[config.mk]
export PLATFORM = sky130hd
export DESIGN_NAME = bin_to_dec_seq
export DESIGN_NICKNAME = d
export VERILOG_FILES = /design/src/rtl/bin_to_dec_seq_pkg.sv /design/src/rtl/bin_to_dec_seq_add3.sv /design/src/rtl/bin_to_dec_seq.sv
export SDC_FILE = /design/constraint.sdc
export NUM_CORES = 1
export LEC_CHECK = 0
export CAP_MARGIN = 0
export CORE_MARGIN = 2
export CORE_UTILIZATION = 50
export CTS_CLUSTER_SIZE = 8
export DETAILED_ROUTE_END_ITERATION = 16
export GPL_ROUTABILITY_DRIVEN = 0
export PLACE_DENSITY = 0.76
export SYNTH_ARGS = -nofsm -noshare
export SYNTH_HDL_FRONTEND = slang
export SYNTH_HIERARCHICAL = 1
export SYNTH_SLANG_ARGS = --single-unit
export TNS_END_PERCENT = 100
[constraint.sdc]
create_clock -name CLK -period 4 [get_ports CLK]
set_input_delay 1.2 -clock CLK [delete_from_list [all_inputs] [get_ports CLK]]
set_output_delay 1.2 -clock CLK [all_outputs]
set_load 0.01 [all_outputs]
[src/rtl/bin_to_dec_seq_pkg.sv]
// rtl/bin_to_dec_seq_pkg.sv - shared BCD constants, FSM encoding and power-of-ten helper
package bin_to_dec_seq_pkg;

  localparam int DIGIT_W = 4;
  localparam logic [3:0] ADD3_THRESH = 4'd5;

  typedef enum logic {
    ST_IDLE = 1'b0,
    ST_CONV = 1'b1
  } state_t;

  // 64 bits so that 10^10 is representable for the widest digit count.
  function automatic logic [63:0] pow10(input int n);
    logic [63:0] p;
    p = 64'd1;
    for (int i = 0; i < n; i++) p = p * 64'd10;
    return p;
  endfunction

endpackage

[src/rtl/bin_to_dec_seq_add3.sv]
// rtl/bin_to_dec_seq_add3.sv - conditional add-3 cell for one BCD digit
module bcd_add3
  import bin_to_dec_seq_pkg::*;
(
  input  logic [DIGIT_W-1:0] digit,
  output logic [DIGIT_W-1:0] adjusted
);

  always_comb begin
    adjusted = digit;
    if (digit >= ADD3_THRESH) adjusted = digit + 4'd3;
  end

endmodule

[src/rtl/bin_to_dec_seq.sv]
// rtl/bin_to_dec_seq.sv - sequential double-dabble binary to BCD converter
module bin_to_dec_seq
  import bin_to_dec_seq_pkg::*;
#(
  parameter int BIN_W  = 14,
  parameter int DIGITS = 4
) (
  input  logic                        CLK,
  input  logic                        RESET,
  input  logic [BIN_W-1:0]            BIN_IN,
  input  logic                        IN_VALID,
  output logic                        IN_READY,
  output logic [DIGIT_W*DIGITS-1:0]   BCD_OUT,
  output logic [DIGITS-1:0]           LZ_MASK,
  output logic                        OVF,
  output logic                        DONE,
  output logic                        BUSY
);

  localparam int CNT_W = $clog2(BIN_W + 1);
  localparam int BCD_W = DIGIT_W * DIGITS;
  localparam logic [63:0] LIMIT = pow10(DIGITS);
  localparam logic [BCD_W-1:0] SAT = {DIGITS{4'h9}};

  state_t state, state_nxt;
  logic accept, last_step;

  logic [BIN_W-1:0]       bin_q, bin_nxt;
  logic [BCD_W-1:0]       scratch, adj, scratch_nxt;
  logic [BCD_W+BIN_W-1:0] shifted;
  logic [CNT_W-1:0]       cnt;
  logic                   ovf_pend;
  logic [DIGITS-1:0]      lz_nxt;
  logic                   all_zero;

  for (genvar g = 0; g < DIGITS; g++) begin : g_add3
    bcd_add3 u_add3 (
      .digit   (scratch[g*DIGIT_W +: DIGIT_W]),
      .adjusted(adj[g*DIGIT_W +: DIGIT_W])
    );
  end

  assign shifted     = {adj, bin_q} << 1;
  assign scratch_nxt = shifted[BCD_W+BIN_W-1:BIN_W];
  assign bin_nxt     = shifted[BIN_W-1:0];

  always_ff @(posedge CLK) begin
    if (RESET) state <= ST_IDLE;
    else       state <= state_nxt;
  end

  always_comb begin
    state_nxt = state;
    IN_READY  = 1'b0;
    BUSY      = 1'b0;
    accept    = 1'b0;
    last_step = 1'b0;
    case (state)
      ST_IDLE: begin
        IN_READY = 1'b1;
        if (IN_VALID) begin
          accept    = 1'b1;
          state_nxt = ST_CONV;
        end
      end
      ST_CONV: begin
        BUSY = 1'b1;
        if (cnt == CNT_W'(1)) begin
          last_step = 1'b1;
          state_nxt = ST_IDLE;
        end
      end
      default: state_nxt = ST_IDLE;
    endcase
  end

  // Digit k is a leading zero when it and every digit above it are zero.
  always_comb begin
    lz_nxt   = '0;
    all_zero = 1'b1;
    for (int k = DIGITS - 1; k >= 1; k--) begin
      all_zero  = all_zero & (scratch_nxt[k*DIGIT_W +: DIGIT_W] == '0);
      lz_nxt[k] = all_zero;
    end
  end

  always_ff @(posedge CLK) begin
    if (RESET) begin
      bin_q    <= '0;
      scratch  <= '0;
      cnt      <= '0;
      ovf_pend <= 1'b0;
      BCD_OUT  <= '0;
      LZ_MASK  <= '0;
      OVF      <= 1'b0;
      DONE     <= 1'b0;
    end else begin
      DONE <= last_step;
      if (accept) begin
        bin_q    <= BIN_IN;
        scratch  <= '0;
        cnt      <= CNT_W'(BIN_W);
        ovf_pend <= (64'(BIN_IN) >= LIMIT);
      end else if (state == ST_CONV) begin
        bin_q   <= bin_nxt;
        scratch <= scratch_nxt;
        cnt     <= cnt - CNT_W'(1);
      end
      // Results are published from the final shift so they appear with DONE.
      if (last_step) begin
        BCD_OUT <= ovf_pend ? SAT : scratch_nxt;
        LZ_MASK <= ovf_pend ? '0 : lz_nxt;
        OVF     <= ovf_pend;
      end
    end
  end

endmodule

Word level (Yosys, flattened, before mapping)
Index checks and enable logic that the tools add are counted.
W data, S select, Z words.
{"block": "totals", "word_cells": 47, "out_inout_bits": 24, "ff_bits": 58, "input_bits": 17}
{"block": "classes", "mux": 18, "n_eq_ne": 1, "n_bitwise": 3, "n_reduce_logical": 5, "add_sub_neg": 5, "n_lt_le_gt_ge": 5}
{"operator": "$mux W14", "count": 2}
{"operator": "$mux W4", "count": 6}
{"operator": "$ge A4 B3 Y1 const B", "count": 4}
{"operator": "$mux W16", "count": 1}
{"operator": "$ge A14 B14 Y1 const B", "count": 1}
{"operator": "$add A4 B2 Y4 const B", "count": 3}
{"operator": "$logic_not A4 Y1", "count": 3}
{"operator": "$mux W1", "count": 7}
{"operator": "$eq A4 B1 Y1 const B", "count": 1}
{"operator": "$sub A4 B1 Y4 const B", "count": 1}
{"operator": "$add A3 B2 Y3 const B", "count": 1}
{"operator": "$mux W3", "count": 1}
{"operator": "$and A1 B1 Y1", "count": 2}
{"operator": "$pmux W1 S2", "count": 1}
{"operator": "$reduce_bool A2 Y1", "count": 1}
{"operator": "$reduce_or A2 Y1", "count": 1}
{"operator": "$not A1 Y1", "count": 1}

Logic depth before layout (Yosys ltp)
Gate-level depths: netlist of run 1.
{"block": "depth", "ltp_word": 6, "depth_mapped": 8, "ltp_nobuf": 8}

Hierarchy
The synthesis of run 1 kept the hierarchy.
{"module": "bin_to_dec_seq", "instances": 1, "seq_area_each_um2": 1141.1, "cells_per_inst": 257, "area_each_um2": 2283.4}
{"module": "bcd_add3", "instances": 4, "seq_area_each_um2": 0.0, "cells_per_inst": 16, "area_each_um2": 101.3}

Worst setup path before layout of run 1
OpenSTA, ideal clock, no wires.
{"block": "synth_path", "path_type": "input to register", "start": "in RESET", "end": "reg LZ_MASK[1]", "path_slack_ns": 1.575, "t_arrival_ns": 2.358, "n_path_buf": 1, "cell_stages": 4, "t_required_ns": 3.933, "setup_time_ns": 0.067, "cell_sequence": "clkbuf_1 > or4_1 > or4b_4 > o21ai_2"}
{"element": "from (decl)", "line_no": "bin_to_dec_seq.sv:9", "text": "input logic RESET,"}
{"element": "to (signal assigned)", "line_no": "bin_to_dec_seq.sv:112", "text": "LZ_MASK <= ovf_pend ? '0 : lz_nxt;"}
{"element": "to (decl)", "line_no": "bin_to_dec_seq.sv:14", "text": "output logic [DIGITS-1:0] LZ_MASK,"}

Worst setup path after layout of run 1
{"block": "layout_path", "start": "reg state", "end": "out BUSY"}
{"block": "layout_via", "elab_chain_len": 1}
{"element": "from (decl)", "line_no": "bin_to_dec_seq.sv:25", "text": "state_t state, state_nxt;"}
{"element": "from (signal assigned)", "line_no": "bin_to_dec_seq.sv:49", "text": "else state <= state_nxt;"}
{"element": "$mux W1", "line_no": "bin_to_dec_seq.sv:58", "text": "case (state)"}
{"element": "to (decl)", "line_no": "bin_to_dec_seq.sv:17", "text": "output logic BUSY"}
No other way between the ends.

==> flow_summary.json, run 1 <==
{
  "hold_slack_ns": 0.449,
  "ys_warn_count": 6,
  "synth_area_mm2": 0.00267,
  "start_kind": "register",
  "finalSetupViolCount": 0,
  "synthesis.nets": 344,
  "area_growth_pct": 22.1,
  "grt_pass1_wl_um": 9350,
  "grt_pass1_vias": 2057,
  "ir_drop_v": 0.000261,
  "grt.overflow.total": 0,
  "utilization": 0.634,
  "end_kind": "output port",
  "grt_max_degree": 43,
  "maxCapViolCount": 0,
  "worst_pin_slew_ns": 1.11,
  "drive_gt1_frac": 0.108,
  "die_w_um": 77.1,
  "clkTransAtPathRegs_ns": 0.06,
  "timing.fmax_mhz": 335,
  "vias": 2223,
  "r2r_slack_ns": 1.60,
  "htree_num_levels": 3,
  "final-hold-violation-count": 0,
  "leakagePower_nw": 1.24,
  "crit_fanout": 42,
  "wl_per_cell_um": 13.0,
  "fillers": 463,
  "post-cts-setup-buffers": 0,
  "row_count": 26,
  "synthCells": 317,
  "synth.avg_cell_area_um2": 8.42,
  "critPathArrivalTime_ns": 1.79,
  "dieArea_mm2": 0.00594,
  "cts.sinks": 57,
  "finalSetupTns_ns": 0,
  "final.setup_skew_ns": 0.00818,
  "drv_slew": 0,
  "cts_tree": "built",
  "io_pins": 41,
  "cts_buffer_depth": 2,
  "ctsHoldBuffers": 0,
  "post-route-period-util": 0.747,
  "slew_headroom": 0.258,
  "coreArea_mm2": 0.00514,
  "grt_util_all_layers": 0.197,
  "critPathMaxStageDelay_ns": 0.64,
  "clkLatencyLatePin_ns": 0.33,
  "drcViolationCount": 0,
  "cts_root_buffer": "clkbuf_8",
  "critPathRequiredTime_ns": 2.80,
  "hold_path_class": "register to register",
  "drt-initial-drc-count": 57,
  "final_nets": 376,
  "routed_via_density": 5.26,
  "numPortBuffers": 39,
  "powerDensity_mw_per_mm2": 357,
  "n_antenna_cell": 0,
  "status": "completed",
  "rsz0062_at_grt": "false",
  "slowest_stage": "clkdlybuf4s50_1",
  "cts_resized": 0,
  "hpwl_um": 3770,
  "path_cells": "buf_4 > clkdlybuf4s50_1",
  "total_power_mw": 1.16,
  "path_class": "register to output port",
  "initial_core_util": 0.519,
  "ant_nets": 0,
  "drt_first_pass_iters": 4,
  "die_y_um": 77.1,
  "antenna_found_initial": 0,
  "min_period_ns": 2.99,
  "cts_buffers": 9,
  "totalWireLength_um": 5500
}
flip-flops by register name (all words and copies together) (netlist names):
name / count
DONE: 1
cnt: 4
ovf_pend: 1
scratch: 16
state: 1
bin_q: 14
LZ_MASK: 3
OVF: 1
BCD_OUT: 16
cells in the final DEF (no fill, tap or decap), drive strengths merged:
master          n
a211oi          3
a21o            1
a21oi          27
a311oi          1
and3            1
buf             3
clkbuf         11
clkdlybuf4s50  39
clkinv          5
conb            1
dfxtp          57
ha             10
inv            11
mux2           14
mux2i          21
nand2          53
nand2b          7
nand3           9
nand3b          3
nand4bb         1
nor2           33
nor3           21
nor4            2
nor4bb          1
o21ai           8
o22ai           1
or4             2
or4b            1
xnor2           6
metrics by stage:
stage | std cells | instance area, um2 | setup WS [ns]
finish | 423 | 3260 | 1.01
global route | 423 | 3260 | 0.931
CTS | 423 | 3260 | 1.01
detailed placement | 408 | 3100 | 1.11
global placement | 408 | 3100 | 1.13
floorplan | 317 | 2670 | 1.58
worst max-delay path: cells and delay by family, from the launching register on:
kind / cells / cell delay (ns)
flops: 1 / 0.34
buf+inv: 2 / 1.10
worst paths after layout:
path,depth (start not counted),from,endpoint
hold reg to reg,2,BCD_OUT[5],BCD_OUT[5]
setup reg to reg,8,scratch[9],LZ_MASK[2]
setup / recovery,2,state,BUSY
hold / removal,2,BCD_OUT[5],BCD_OUT[5]
routing by layer:
layer | track usage | share of wire | up-vias
met1 | 0.249 | 0.46 | 1029
met5 | 0 | 0 | -
met4 | 0.0893 | 0.015 | 0
met2 | 0.318 | 0.48 | 47
li1 | - | - | 1134
met3 | 0.0494 | 0.041 | 13
where the power goes:
part / switching [mW] / internal [mW] / leakage, nW / total, mW
Combinational: 0.0578 / 0.0595 / 0.693 / 0.117
Sequential: 0.0145 / 0.585 / 0.463 / 0.599
Clock: 0.212 / 0.233 / 0.0887 / 0.446
Total: 0.285 / 0.878 / 1.24 / 1.16
area by class of cell:
cell class / instances / area (um2) / area share
multi-input cells: 227 / 1410 / 0.433
flip-flops and latches: 57 / 1140 / 0.350
inverters: 12 / 45.0 / 0.0138
repair buffers: 42 / 413 / 0.127
clock inverters: 4 / 20.0 / 0.00614
clock buffers: 11 / 141 / 0.0434
well taps: 70 / 87.6 / 0.0269
Power figures use the tool's default switching activity.
==> inputs of run 2 (changes only) <==
--- a/config.mk
+++ b/config.mk
@@ -7,7 +7,7 @@
 export LEC_CHECK = 0
 export CAP_MARGIN = 0
 export CORE_MARGIN = 2
-export CORE_UTILIZATION = 50
+export CORE_UTILIZATION = 48
 export CTS_CLUSTER_SIZE = 8
 export DETAILED_ROUTE_END_ITERATION = 16
 export GPL_ROUTABILITY_DRIVEN = 0
==> constraint.sdc (replaced) <==
create_clock -name CLK -period 2.6 [get_ports CLK]
set_input_delay 0.78 -clock CLK [delete_from_list [all_inputs] [get_ports CLK]]
set_output_delay 0.78 -clock CLK [all_outputs]
set_load 0.01 [all_outputs]
==> run 2 against run 1 <==
Register-to-register slack worse by 1.3 ns. Wire length is 3.0% higher. Combinational power is 58% higher. Critical path type is now register to register. Largest power group unchanged.
==> flow_summary.json, run 2 (synthesis results as in run 1) <==
{
  "status": "completed",
  "grt_max_degree": 42,
  "reg.largest.list": "BCD_OUT x16, scratch x16, bin_q x14",
  "leakagePower_nw": 1.27,
  "powerDensity_mw_per_mm2": 544,
  "grt_pass1_vias": 2147,
  "maxCapViolCount": 0,
  "coreArea_mm2": 0.00544,
  "totalWireLength_um": 5670,
  "drt-initial-drc-count": 142,
  "die_w_um": 78.6,
  "vias": 2271,
  "path_cells": "inv_1 > ha_1 > nand2b_1 > a21oi_2 > mux2i_1 > or4_1 > or4b_4 > o21ai_2",
  "numPortBuffers": 39,
  "cts_buffers": 9,
  "final_nets": 382,
  "post-route-period-util": 0.895,
  "switching_power_uw": 439,
  "wl_per_cell_um": 13.1,
  "p_seq_frac": 0.515,
  "clkLatencyLatePin_ns": 0.33,
  "pwr-share-comb": 0.103,
  "die_y_um": 78.6,
  "initial_core_util": 0.491,
  "crit_buf_inv": 1,
  "p_int_mw": 1.36,
  "row_count": 27,
  "critPathMaxStageDelay_ns": 0.53,
  "slew_headroom": 0.656,
  "crit_fanout": 3,
  "timing.fmax_mhz": 430,
  "fin_cells": 431,
  "cts_root_buffer": "clkbuf_8",
  "min_period_ns": 2.33,
  "grt.overflow.total": 0,
  "cts_tree": "built",
  "busiest_layer": "met2",
  "antenna_found_initial": 0,
  "hold_path_class": "register to register",
  "drcViolationCount": 0,
  "area_growth_pct": 24.0,
  "layout_commonest_cell": "dfxtp_1",
  "end_kind": "register",
  "dieArea_mm2": 0.00617,
  "ctsHoldBuffers": 0,
  "grt_util_all_layers": 0.198,
  "critPathArrivalTime_ns": 2.60,
  "cts_resized": 0,
  "io_pins": 41,
  "start_kind": "register",
  "drt_first_pass_iters": 6,
  "pwr-share-clk": 0.382,
  "rsz0062_at_grt": "false",
  "switching_share": 0.244,
  "clkTransAtPathRegs_ns": 0.06,
  "final.setup_skew_ns": 0.00560,
  "routed_via_density": 5.27,
  "ant_nets": 0,
  "drv_slew": 0,
  "path_class": "register to register",
  "cts.sinks": 57,
  "worst_pin_slew_ns": 0.516,
  "min_from": "BCD_OUT[5]",
  "finalSetupTns_ns": 0,
  "placed_cells": 416,
  "final-hold-violation-count": 0,
  "slowest_stage": "or4b_4",
  "cpLargestDelayFamily": "simple AND/OR/NAND/NOR gates",
  "drive_gt1_frac": 0.123,
  "post-cts-setup-buffers": 0,
  "ir_drop_v": 0.000299,
  "finalSetupViolCount": 0,
  "n_antenna_cell": 0,
  "grt_pass1_wl_um": 9510,
  "critPathRequiredTime_ns": 2.87,
  "worstReg2RegStart": "scratch[9]",
  "hpwl_um": 3840,
  "gr-usage-met2": 0.335,
  "use_met3": 0.0460,
  "layout_common_cells": "dfxtp_1, nand2_1, clkdlybuf4s50_1, nor2_1, a21oi_1",
  "critPathLaunch": "scratch[9]",
  "htree_num_levels": 3,
  "grt.met1_usage": 0.230,
  "cts_buffer_depth": 2
}
## run 2: changes by cell type in the layout (fill, tap and decap cells not counted)
cell and change:
dfxtp_1 -1, clkbuf_1 +1, buf_4 +6, clkinv_2 -2, clkinvlp_4 +1, dfxtp_2 +1
## run 2: power by group through the flow
stage	clock network, mW	logic, mW	registers [mW]
5_1_grt	0.749	0.202	0.930
4_1_cts	0.713	0.187	0.926
3_5_place_dp	0	0.186	0.945
6_report	0.687	0.185	0.926
3_3_place_gp	0	0.181	0.944
2_1_floorplan	0	0.123	0.934
## run 2: metrics by stage
stage	instance area, um2	power, mW	setup slack [ns]	hold WS (ns)	util
floorplan	2670	1.06	0.391	0.438	-
global placement	3150	1.12	0.265	0.439	0.579
detailed placement	3150	1.13	0.257	0.444	0.579
CTS	3310	1.83	0.266	0.452	0.608
global route	3310	1.88	0.166	0.467	0.608
finish	3310	1.80	0.272	0.448	0.608
## run 2: routing by layer
layer | up-vias | wire length, um
met5 | - | 0
met4 | 0 | 100
met3 | 10 | 264
met2 | 54 | 2810
met1 | 1065 | 2490
li1 | 1142 | -
## run 2: cell type report
cell class                      count  area (um2)
Fill cell                         482        2130
Multi-Input combinational cell    227        1410
Clock inverter                      3        17.5
Sequential cell                    57        1140
Tap cell                           72        90.1
Timing Repair Buffer               48         458
Clock buffer                       12         145
Inverter                           12        45.0
## run 2: worst register-to-register path, cell delays in order (launching register included)
cell	delay (ns)
dfxtp_1	0.34
inv_1	0.08
ha_1	0.17
nand2b_1	0.16
a21oi_2	0.20
mux2i_1	0.15
or4_1	0.51
or4b_4	0.53
o21ai_2	0.13
## run 2: path summary, 6_finish.rpt
check	to	slack [ns]	cells past startpoint
max	LZ_MASK[1]	0.27	8
min	BCD_OUT[5]	0.45	2
max reg2reg	LZ_MASK[1]	0.27	8
min reg2reg	BCD_OUT[5]	0.45	2
==> inputs of run 3 (changes only) <==
--- a/config.mk
+++ b/config.mk
@@ -5,7 +5,7 @@
 export SDC_FILE = /design/constraint.sdc
 export NUM_CORES = 1
 export LEC_CHECK = 0
-export CAP_MARGIN = 0
+export CAP_MARGIN = 30
 export CORE_MARGIN = 2
 export CORE_UTILIZATION = 48
 export CTS_CLUSTER_SIZE = 8
==> results of run 3 <==
No change in the layout: final DEF, timing and power equal those of run 2.
